`config.mk`:
```
export PLATFORM = sky130hd
export DESIGN_NAME = i2c_master_sequencer
export DESIGN_NICKNAME = d
export VERILOG_FILES = /design/src/rtl/i2c_master_sequencer.sv
export SDC_FILE = /design/constraint.sdc
export NUM_CORES = 1
export LEC_CHECK = 0
export BUFFER_PORTS_ARGS = -buffer_cell sky130_fd_sc_hd__buf_2
export CORE_UTILIZATION = 45
export CTS_BUF_LIST = sky130_fd_sc_hd__clkbuf_16
export DETAILED_ROUTE_END_ITERATION = 7
export PLACE_DENSITY = 0.65
export SLEW_MARGIN = 20
export SYNTH_ARGS = -nofsm -noshare
export SYNTH_HDL_FRONTEND = slang
export SYNTH_SLANG_ARGS = --single-unit
```
`constraint.sdc`:
```
create_clock -name i2c_core_clock_i -period 7.81 [get_ports i2c_core_clock_i]
set_input_delay 1.562 -clock i2c_core_clock_i [delete_from_list [all_inputs] [get_ports i2c_core_clock_i]]
set_output_delay 1.562 -clock i2c_core_clock_i [all_outputs]
set_load 0.005 [all_outputs]
```
`src/rtl/i2c_master_sequencer.sv`:
```
// Master-side I2C control FSM: SCL generation, phase counter, one-hot state
// strobes, repeated-start timer, byte accounting and host handshakes.
module i2c_master_sequencer #(
    parameter int REP_TIME = 4
) (
    input  logic       i2c_core_clock_i,
    input  logic       reset_bit_i,
    input  logic       enable_i,
    input  logic       repeat_start_i,
    input  logic [7:0] addr_rw_i,
    input  logic [7:0] num_bytes_i,
    input  logic [7:0] prescaler_i,
    input  logic       sda_i,
    input  logic [7:0] counter_data_ack_i,
    output logic       start_cnt_o,
    output logic       write_addr_cnt_o,
    output logic       write_data_cnt_o,
    output logic       read_data_cnt_o,
    output logic       write_ack_cnt_o,
    output logic       read_ack_cnt_o,
    output logic       stop_cnt_o,
    output logic       repeat_start_cnt_o,
    output logic [7:0] counter_detect_edge_o,
    output logic [7:0] counter_state_done_time_repeat_start_o,
    output logic       scl_o,
    output logic       ack_bit_o,
    output logic       data_req_o,
    output logic       rx_valid_o,
    output logic       busy_o,
    output logic       nack_err_o
);

    typedef enum logic [3:0] {
        S_IDLE, S_START, S_WADDR, S_RACK, S_WDATA, S_RDATA, S_WACK, S_STOP, S_RSTART
    } state_t;

    localparam logic [7:0] LP_REP = 8'(REP_TIME);

    state_t     r_state, w_state_nxt;
    logic [7:0] r_cnt, r_rs_cnt, r_bytes, r_p;
    logic [7:0] w_bytes_nxt, w_p_clamp;
    logic       r_rw, r_sda, r_data_phase, r_nack, r_ack_bit;
    logic       w_wrap, w_byte_done, w_entry;
    logic       w_accept, w_latch, w_set_nack, w_data_req, w_rx_valid;

    always_comb begin
        if (prescaler_i < 8'd2)        w_p_clamp = 8'd2;
        else if (prescaler_i > 8'd127) w_p_clamp = 8'd127;
        else                           w_p_clamp = prescaler_i;
    end

    // Falling SCL edge: last cycle of the 2P+2 period.
    assign w_wrap      = (r_cnt == {r_p[6:0], 1'b1});
    assign w_byte_done = w_wrap && (counter_data_ack_i == 8'd8);
    assign w_entry     = (w_state_nxt != r_state);

    always_comb begin
        w_state_nxt = r_state;
        w_bytes_nxt = r_bytes;
        w_accept    = 1'b0;
        w_latch     = 1'b0;
        w_set_nack  = 1'b0;
        w_data_req  = 1'b0;
        w_rx_valid  = 1'b0;
        case (r_state)
            S_IDLE: if (enable_i) begin
                w_accept    = 1'b1;
                w_state_nxt = S_START;
            end
            S_START: if (w_wrap) w_state_nxt = S_WADDR;
            S_WADDR, S_WDATA: if (w_byte_done) w_state_nxt = S_RACK;
            S_RACK: if (w_wrap) begin
                if (r_data_phase && r_bytes != 8'd0) w_bytes_nxt = r_bytes - 8'd1;
                if (r_sda) begin
                    w_set_nack  = 1'b1;
                    w_state_nxt = S_STOP;
                end else if (w_bytes_nxt != 8'd0) begin
                    if (r_rw) begin
                        w_state_nxt = S_RDATA;
                    end else begin
                        w_data_req  = 1'b1;
                        w_state_nxt = S_WDATA;
                    end
                end else begin
                    w_state_nxt = repeat_start_i ? S_RSTART : S_STOP;
                end
            end
            S_RDATA: if (w_byte_done) begin
                w_rx_valid  = 1'b1;
                w_state_nxt = S_WACK;
            end
            S_WACK: if (w_wrap) begin
                if (r_bytes != 8'd0) w_bytes_nxt = r_bytes - 8'd1;
                if (w_bytes_nxt == 8'd0) w_state_nxt = repeat_start_i ? S_RSTART : S_STOP;
                else                     w_state_nxt = S_RDATA;
            end
            S_STOP: if (w_wrap) w_state_nxt = S_IDLE;
            // Leave as the timer steps to 0 so the value 0 lands on WRITE_ADDR entry.
            S_RSTART: if (r_rs_cnt <= 8'd1) begin
                w_latch     = 1'b1;
                w_state_nxt = S_WADDR;
            end
            default: w_state_nxt = S_IDLE;
        endcase
    end

    always_ff @(posedge i2c_core_clock_i) begin
        if (reset_bit_i) begin
            r_state      <= S_IDLE;
            r_cnt        <= 8'd0;
            r_rs_cnt     <= 8'd0;
            r_bytes      <= 8'd0;
            r_p          <= 8'd2;
            r_rw         <= 1'b0;
            r_sda        <= 1'b0;
            r_data_phase <= 1'b0;
            r_nack       <= 1'b0;
            r_ack_bit    <= 1'b0;
        end else begin
            r_state <= w_state_nxt;
            if (w_entry || r_state == S_IDLE || r_state == S_RSTART || w_wrap) r_cnt <= 8'd0;
            else                                                               r_cnt <= r_cnt + 8'd1;
            if (w_entry && w_state_nxt == S_RSTART) r_rs_cnt <= LP_REP;
            else if (r_rs_cnt != 8'd0)              r_rs_cnt <= r_rs_cnt - 8'd1;
            if (w_accept || w_latch) begin
                r_rw    <= addr_rw_i[0];
                r_bytes <= num_bytes_i;
            end else begin
                r_bytes <= w_bytes_nxt;
            end
            if (w_accept) r_p <= w_p_clamp;
            if (r_state == S_RACK && r_cnt == r_p) r_sda <= sda_i;
            if (w_entry && w_state_nxt == S_RACK) r_data_phase <= (r_state == S_WDATA);
            if (w_entry && w_state_nxt == S_RDATA) r_ack_bit <= (w_bytes_nxt == 8'd1);
            if (w_accept)        r_nack <= 1'b0;
            else if (w_set_nack) r_nack <= 1'b1;
        end
    end

    always_comb begin
        case (r_state)
            S_IDLE, S_START: scl_o = 1'b1;
            S_RSTART:        scl_o = (r_rs_cnt <= 8'd2);
            default:         scl_o = (r_cnt >= r_p);
        endcase
    end

    assign start_cnt_o        = (r_state == S_START);
    assign write_addr_cnt_o   = (r_state == S_WADDR);
    assign write_data_cnt_o   = (r_state == S_WDATA);
    assign read_data_cnt_o    = (r_state == S_RDATA);
    assign write_ack_cnt_o    = (r_state == S_WACK);
    assign read_ack_cnt_o     = (r_state == S_RACK);
    assign stop_cnt_o         = (r_state == S_STOP);
    assign repeat_start_cnt_o = (r_state == S_RSTART);

    assign counter_detect_edge_o                  = r_cnt;
    assign counter_state_done_time_repeat_start_o = r_rs_cnt;
    assign ack_bit_o  = r_ack_bit;
    assign data_req_o = w_data_req;
    assign rx_valid_o = w_rx_valid;
    assign busy_o     = (r_state != S_IDLE);
    assign nack_err_o = r_nack;

endmodule
```
Yosys cells after proc, flatten, opt, wreduce, memory -nomap -nowiden
Index checks and enable logic that the tools add are counted.
Word-level totals
  register bits after elaboration: 41
  bits of input ports: 37
Cells by class
  add/sub/neg operators: 3
  $lt $le $gt $ge: 5
  equal/unequal tests: 16
  mux-type cells: 43
  reductions and logical operators: 22
Operators by type and width (number)
  two-way mux 8 bit: 11
  two-way mux 4 bit: 12
  case mux 4 bit (8 select lines): 1
  nonzero test 8 bit: 3
  equality test 4 x 3 -> 1 bit (second input constant): 5
  equality test 8 bit: 2
  case mux 8 bit (2 select lines): 1
  subtractor 8 x 1 -> 8 bit (second input constant): 2
  two-way mux 1 bit: 15
  equality test 4 x 2 -> 1 bit (second input constant): 3
  OR reduction 2 bit: 5
  adder 8 x 1 -> 8 bit (second input constant): 1
  equality test 4 bit (second input constant): 2
  equality test 8 x 1 -> 1 bit (second input constant): 1
  equality test 8 x 4 -> 1 bit (second input constant): 1
  >= comparator 8 bit: 1
  > comparator 8 x 7 -> 1 bit (second input constant): 1
  less-or-equal comparator 8 x 1 -> 1 bit (second input constant): 1
  less-or-equal comparator 8 x 2 -> 1 bit (second input constant): 1
  logical NOT 8 bit: 1
  less-than comparator 8 x 2 -> 1 bit (second input constant): 1
  logical AND 1 bit: 6
  two-way mux 3 bit: 2
  equality test 4 x 1 -> 1 bit (second input constant): 1
  6 further kinds: 9

Logic depth before layout (Yosys ltp)
  depth in word-level cells: 15
  gate-level depth with buffers: 14
  gate-level depth less buffers: 10

Least setup slack after synthesis
Ideal clock, no wire load.
  path type: reg-to-output
  start: reg r_bytes[0]
  end: out data_req_o
  arrival time: 2.477 ns
  path slack: 3.771 ns
  cell stages (with the launch flop): 11
  buffers on the path: 3
  cell sequence: dfxtp_1 -> buf_6 -> inv_1 -> ha_1 -> buf_6 -> or3b_1 -> buf_6 -> o21ai_4 -> mux2_2 -> or4_1 -> nor4b_1
On the way
  cells in the longest elaborated chain, start to end: 10
RTL lines
  start, declared: RTL line 40  | logic [7:0] r_cnt, r_rs_cnt, r_bytes, r_p;
  start signal, assigned: RTL line 127  | r_bytes <= num_bytes_i;
  start signal, assigned: RTL line 129  | r_bytes <= w_bytes_nxt;
  branches (longest 2 deep; another with subtractor 8 x 1 -> 8 bit)
  two-way mux 8 bit *: RTL line 73  | if (r_data_phase && r_bytes != 8'd0) w_bytes_nxt = r_bytes - 8'd1;
  two-way mux 8 bit *: RTL line 72  | S_RACK: if (w_wrap) begin
  two-way mux 8 bit *: RTL line 65  | case (r_state)
  nonzero test 8 bit *: RTL line 77  | end else if (w_bytes_nxt != 8'd0) begin
  two-way mux 1 bit *: RTL line 77
  two-way mux 1 bit *: RTL line 74  | if (r_sda) begin
  two-way mux 1 bit *: RTL line 72
  two-way mux 1 bit *: RTL line 65
  end, declared: RTL line 27  | output logic data_req_o,
Every way passes the cells marked *. The select of a mux whose other input is x is not followed.

Final worst setup path
  start: reg r_bytes[1]
  end: out data_req_o
The elaborated chain is that of the path after synthesis.

==> flow_summary.yaml <==
floorplan:
  die_area_mm2: 0.00691
  start_util: 0.467
  die_h_um: 83.1
  chipWidth_um: 83.1
  rows: 29
  core_area_mm2: 0.00635
  io_pins: 67
synth:
  async_flop_share: 0
  ys_types: 60
  yosys_warnings: 0
  ys_ff_latch: 41
  synth_fp_nets: 428
  synth_seq_area_share: 0.277
  synth-edff-count: 0
  syn_inst: 378
  syn_area_mm2: 0.00296
  avgSynthCellArea_um2: 7.84
  synthFlopType: "dfxtp_1"
power_and_ir_drop:
  pwr-share-comb: 0.373
  p_leak_nw: 1.39
  sw_frac_of_total: 0.376
  switching_power_mw: 0.290
  intPower_mw: 0.482
  p_seq_frac: 0.373
  ir_drop_uv: 179
  power.density_cell_area_mw_per_mm2: 229
  p_total_mw: 0.773
  clockPowerShare: 0.254
finish:
  diodes: 0
  synthToLayoutAreaGrowth_pct: 13.6
  layout-drive-gt1-share: 0.185
  fin_area_mm2: 0.00337
  nFillCells: 626
  nNetsFinal: 471
route:
  dr.pass1.iters: 5
  dr_total_vias: 2950
  drcViolationCount: 0
  via_per_inst: 5.92
  wire_per_inst_um: 15.5
  wirelength_um: 7700
  first_iter_violations: 185
  ant_nets: 0
sta:
  whs_ns: 0.456
  clock_skew_ns: 0.00651
  setup_viol_count_final: 0
  rsz0062_at_grt: "false"
  setup_tns_ns: 0
  timing.fmax_mhz: 210
  report.final.slew_viol_count: 0
  tightest_slew_ns: 0.666
  layout_setup_ws_ns: 3.06
  hold_viol: 0
  relSlewSlack: 0.552
  min_period_ns: 4.75
  fin_crit_sh: 0.608
critical_path:
  startpoint_type: "register"
  critPathBufInv: 2
  path_class: "reg -> out"
  crit_path_max_fanout: 9
  critPathRequiredTime_ns: 6.25
  arrival_ns: 3.19
  crit_path_cell_trace: "inv_1, ha_1, or3b_1, o21ai_4, mux2_2, or4_1, nor4b_1, buf_2"
  max_stage_delay_ns: 0.57
  end_kind: "primary output"
  cp_top_family: "simple AND/OR/NAND/NOR gates"
  slowest_stage: "or4_1"
cts:
  clock_sinks: 41
  cts_hold_buf: 0
  cts_buffers: 5
  cts_root_buf: "clkbuf_16"
  cts_setup_buffers: 0
  cts_tree: "done"
  clkLatencyLatePin_ns: 0.28
  ctsResizeCount: 0
  path_clk_slew_ns: 0.06
  cts_htree_levels: 2
  cts.path.max_buffers: 2
placement:
  hpwlAfterDp_um: 5790
  post_dp_cell_area_mm2: 0.00323
  gp_congestion: 0.904
  portBuffers: 59
  place_ws_ns: 3.38
global_routing:
  grt_pass1_vias: 2667
  grt_usage: 0.230
  globalRoute.totalOverflow: 0
  grt_pass1_wl_um: 13200
  grt_max_degree: 29
  antenna_found_initial: 0
run:
  drv_cap: 0
hold_path:
  timing.hold.worst.class: "reg -> reg"
run_status:
  status: "finished, final reports clean"
cell usage in the layout (no fill, tap or decap), types with 3 or more instances in the layout:
cell type	instances
buf_2	59
dfxtp_1	41
nor2_1	39
inv_1	24
nor3_1	23
nand2_1	20
a21oi_1	17
xnor2_1	15
nor4_1	14
nand3_1	14
a211oi_1	13
ha_1	13
o21ai_0	11
nand4_1	8
xor2_1	7
mux2i_1	7
and3_1	6
a31oi_1	6
or3_1	6
o21a_1	5
clkbuf_16	5
nand2b_1	4
o211ai_1	4
a221oi_1	4
nand4bb_1	3
nor2b_1	3
a2111oi_0	3
or4_1	3
tightest hold or removal path, delay by kind of cell (launching register included):
| kind | cells | cell delay (ns) |
|---|---|---|
| AND/OR/NAND/NOR | 1 | 0.05 |
| buffers and inverters | 1 | 0.06 |
| flip-flops | 1 | 0.30 |
cells in the mapped netlist, types with 4 or more instances:
master | n | area [um^2]
o21a_1 | 5 | 37.5
buf_6 | 5 | 56.3
dfxtp_1 | 41 | 821
nand4_1 | 8 | 50.1
or3_1 | 6 | 37.5
nand2b_1 | 4 | 25.0
ha_1 | 13 | 163
nand3_1 | 14 | 70.1
a221oi_1 | 4 | 35.0
a21oi_1 | 17 | 85.1
o21ai_0 | 11 | 55.1
a31oi_1 | 6 | 37.5
clkbuf_1 | 16 | 60.1
a211oi_1 | 13 | 97.6
nor4_1 | 14 | 87.6
nand2_1 | 20 | 75.1
and3_1 | 6 | 37.5
inv_1 | 24 | 90.1
nor2_1 | 40 | 150
xor2_1 | 7 | 61.3
o211ai_1 | 4 | 30.0
mux2i_1 | 7 | 70.1
nor3_1 | 23 | 115
xnor2_1 | 15 | 131
metrics by stage:
step / utilization / std cells
floorplan: - / 378
global placement: 0.508 / 491
detailed placement: 0.508 / 491
CTS: 0.530 / 498
global route: 0.530 / 498
finish: 0.530 / 498
flip-flops by register name (all words and copies together) (netlist names):
register,cells
nack_err_o,1
r_rw,1
r_data_phase,1
r_bytes,8
counter_detect_edge_o,8
ack_bit_o,1
counter_state_done_time_repeat_start_o,8
r_p,8
r_state,4
r_sda,1
final timing paths:
check	start	to	cells after the start	slack [ns]
worst max-delay path	r_bytes[1]$_SDFF_PP0_	data_req_o	8	3.06
worst min-delay path	r_p[7]$_SDFFE_PP0P_	r_p[7]$_SDFFE_PP0P_	2	0.46
worst min register to register	r_p[7]$_SDFFE_PP0P_	r_p[7]$_SDFFE_PP0P_	2	0.46
worst max register to register	r_bytes[1]$_SDFF_PP0_	ack_bit_o$_SDFFE_PP0P_	10	4.28
logic make-up (layout without fill, tap and decap cells):
family                   after synthesis  count (layout)  synth area share
adder cells (fa/ha/maj)               13              13            0.0549
buffers and inverters                 49              92            0.0769
XOR/XNOR                              22              22            0.0650
multiplexers                           8               8            0.0274
flip-flops                            41              41             0.277
AND/OR/NAND/NOR                      159             159             0.286
AO/OA/AOI/OAI                         86              86             0.212
layout make-up:
cell class	instances	area (um^2)	area share
Clock buffer	5	125	0.0372
Clock inverter	2	11.3	0.00334
Inverter	25	93.8	0.0279
Multi-Input combinational cell	288	1920	0.569
Sequential cell	41	821	0.244
Tap cell	77	96.3	0.0286
Timing Repair Buffer	60	303	0.0899
power by group through the flow:
stage	clock (mW)	sequential [mW]	combinational, mW
2_1_floorplan	0	0.278	0.229
3_3_place_gp	0	0.291	0.282
3_5_place_dp	0	0.292	0.287
4_1_cts	0.201	0.287	0.289
5_1_grt	0.208	0.295	0.332
6_report	0.196	0.288	0.288
metal layers:
layer | global-route usage | vias to the layer above | wire, um
li1 | - | 1491 | -
met5 | 0 | - | 0
met4 | 0.0893 | 0 | 169
met1 | 0.314 | 1360 | 3620
met2 | 0.365 | 85 | 3580
met3 | 0.0338 | 14 | 331
No activity file was read; power rests on OpenSTA's default activity.
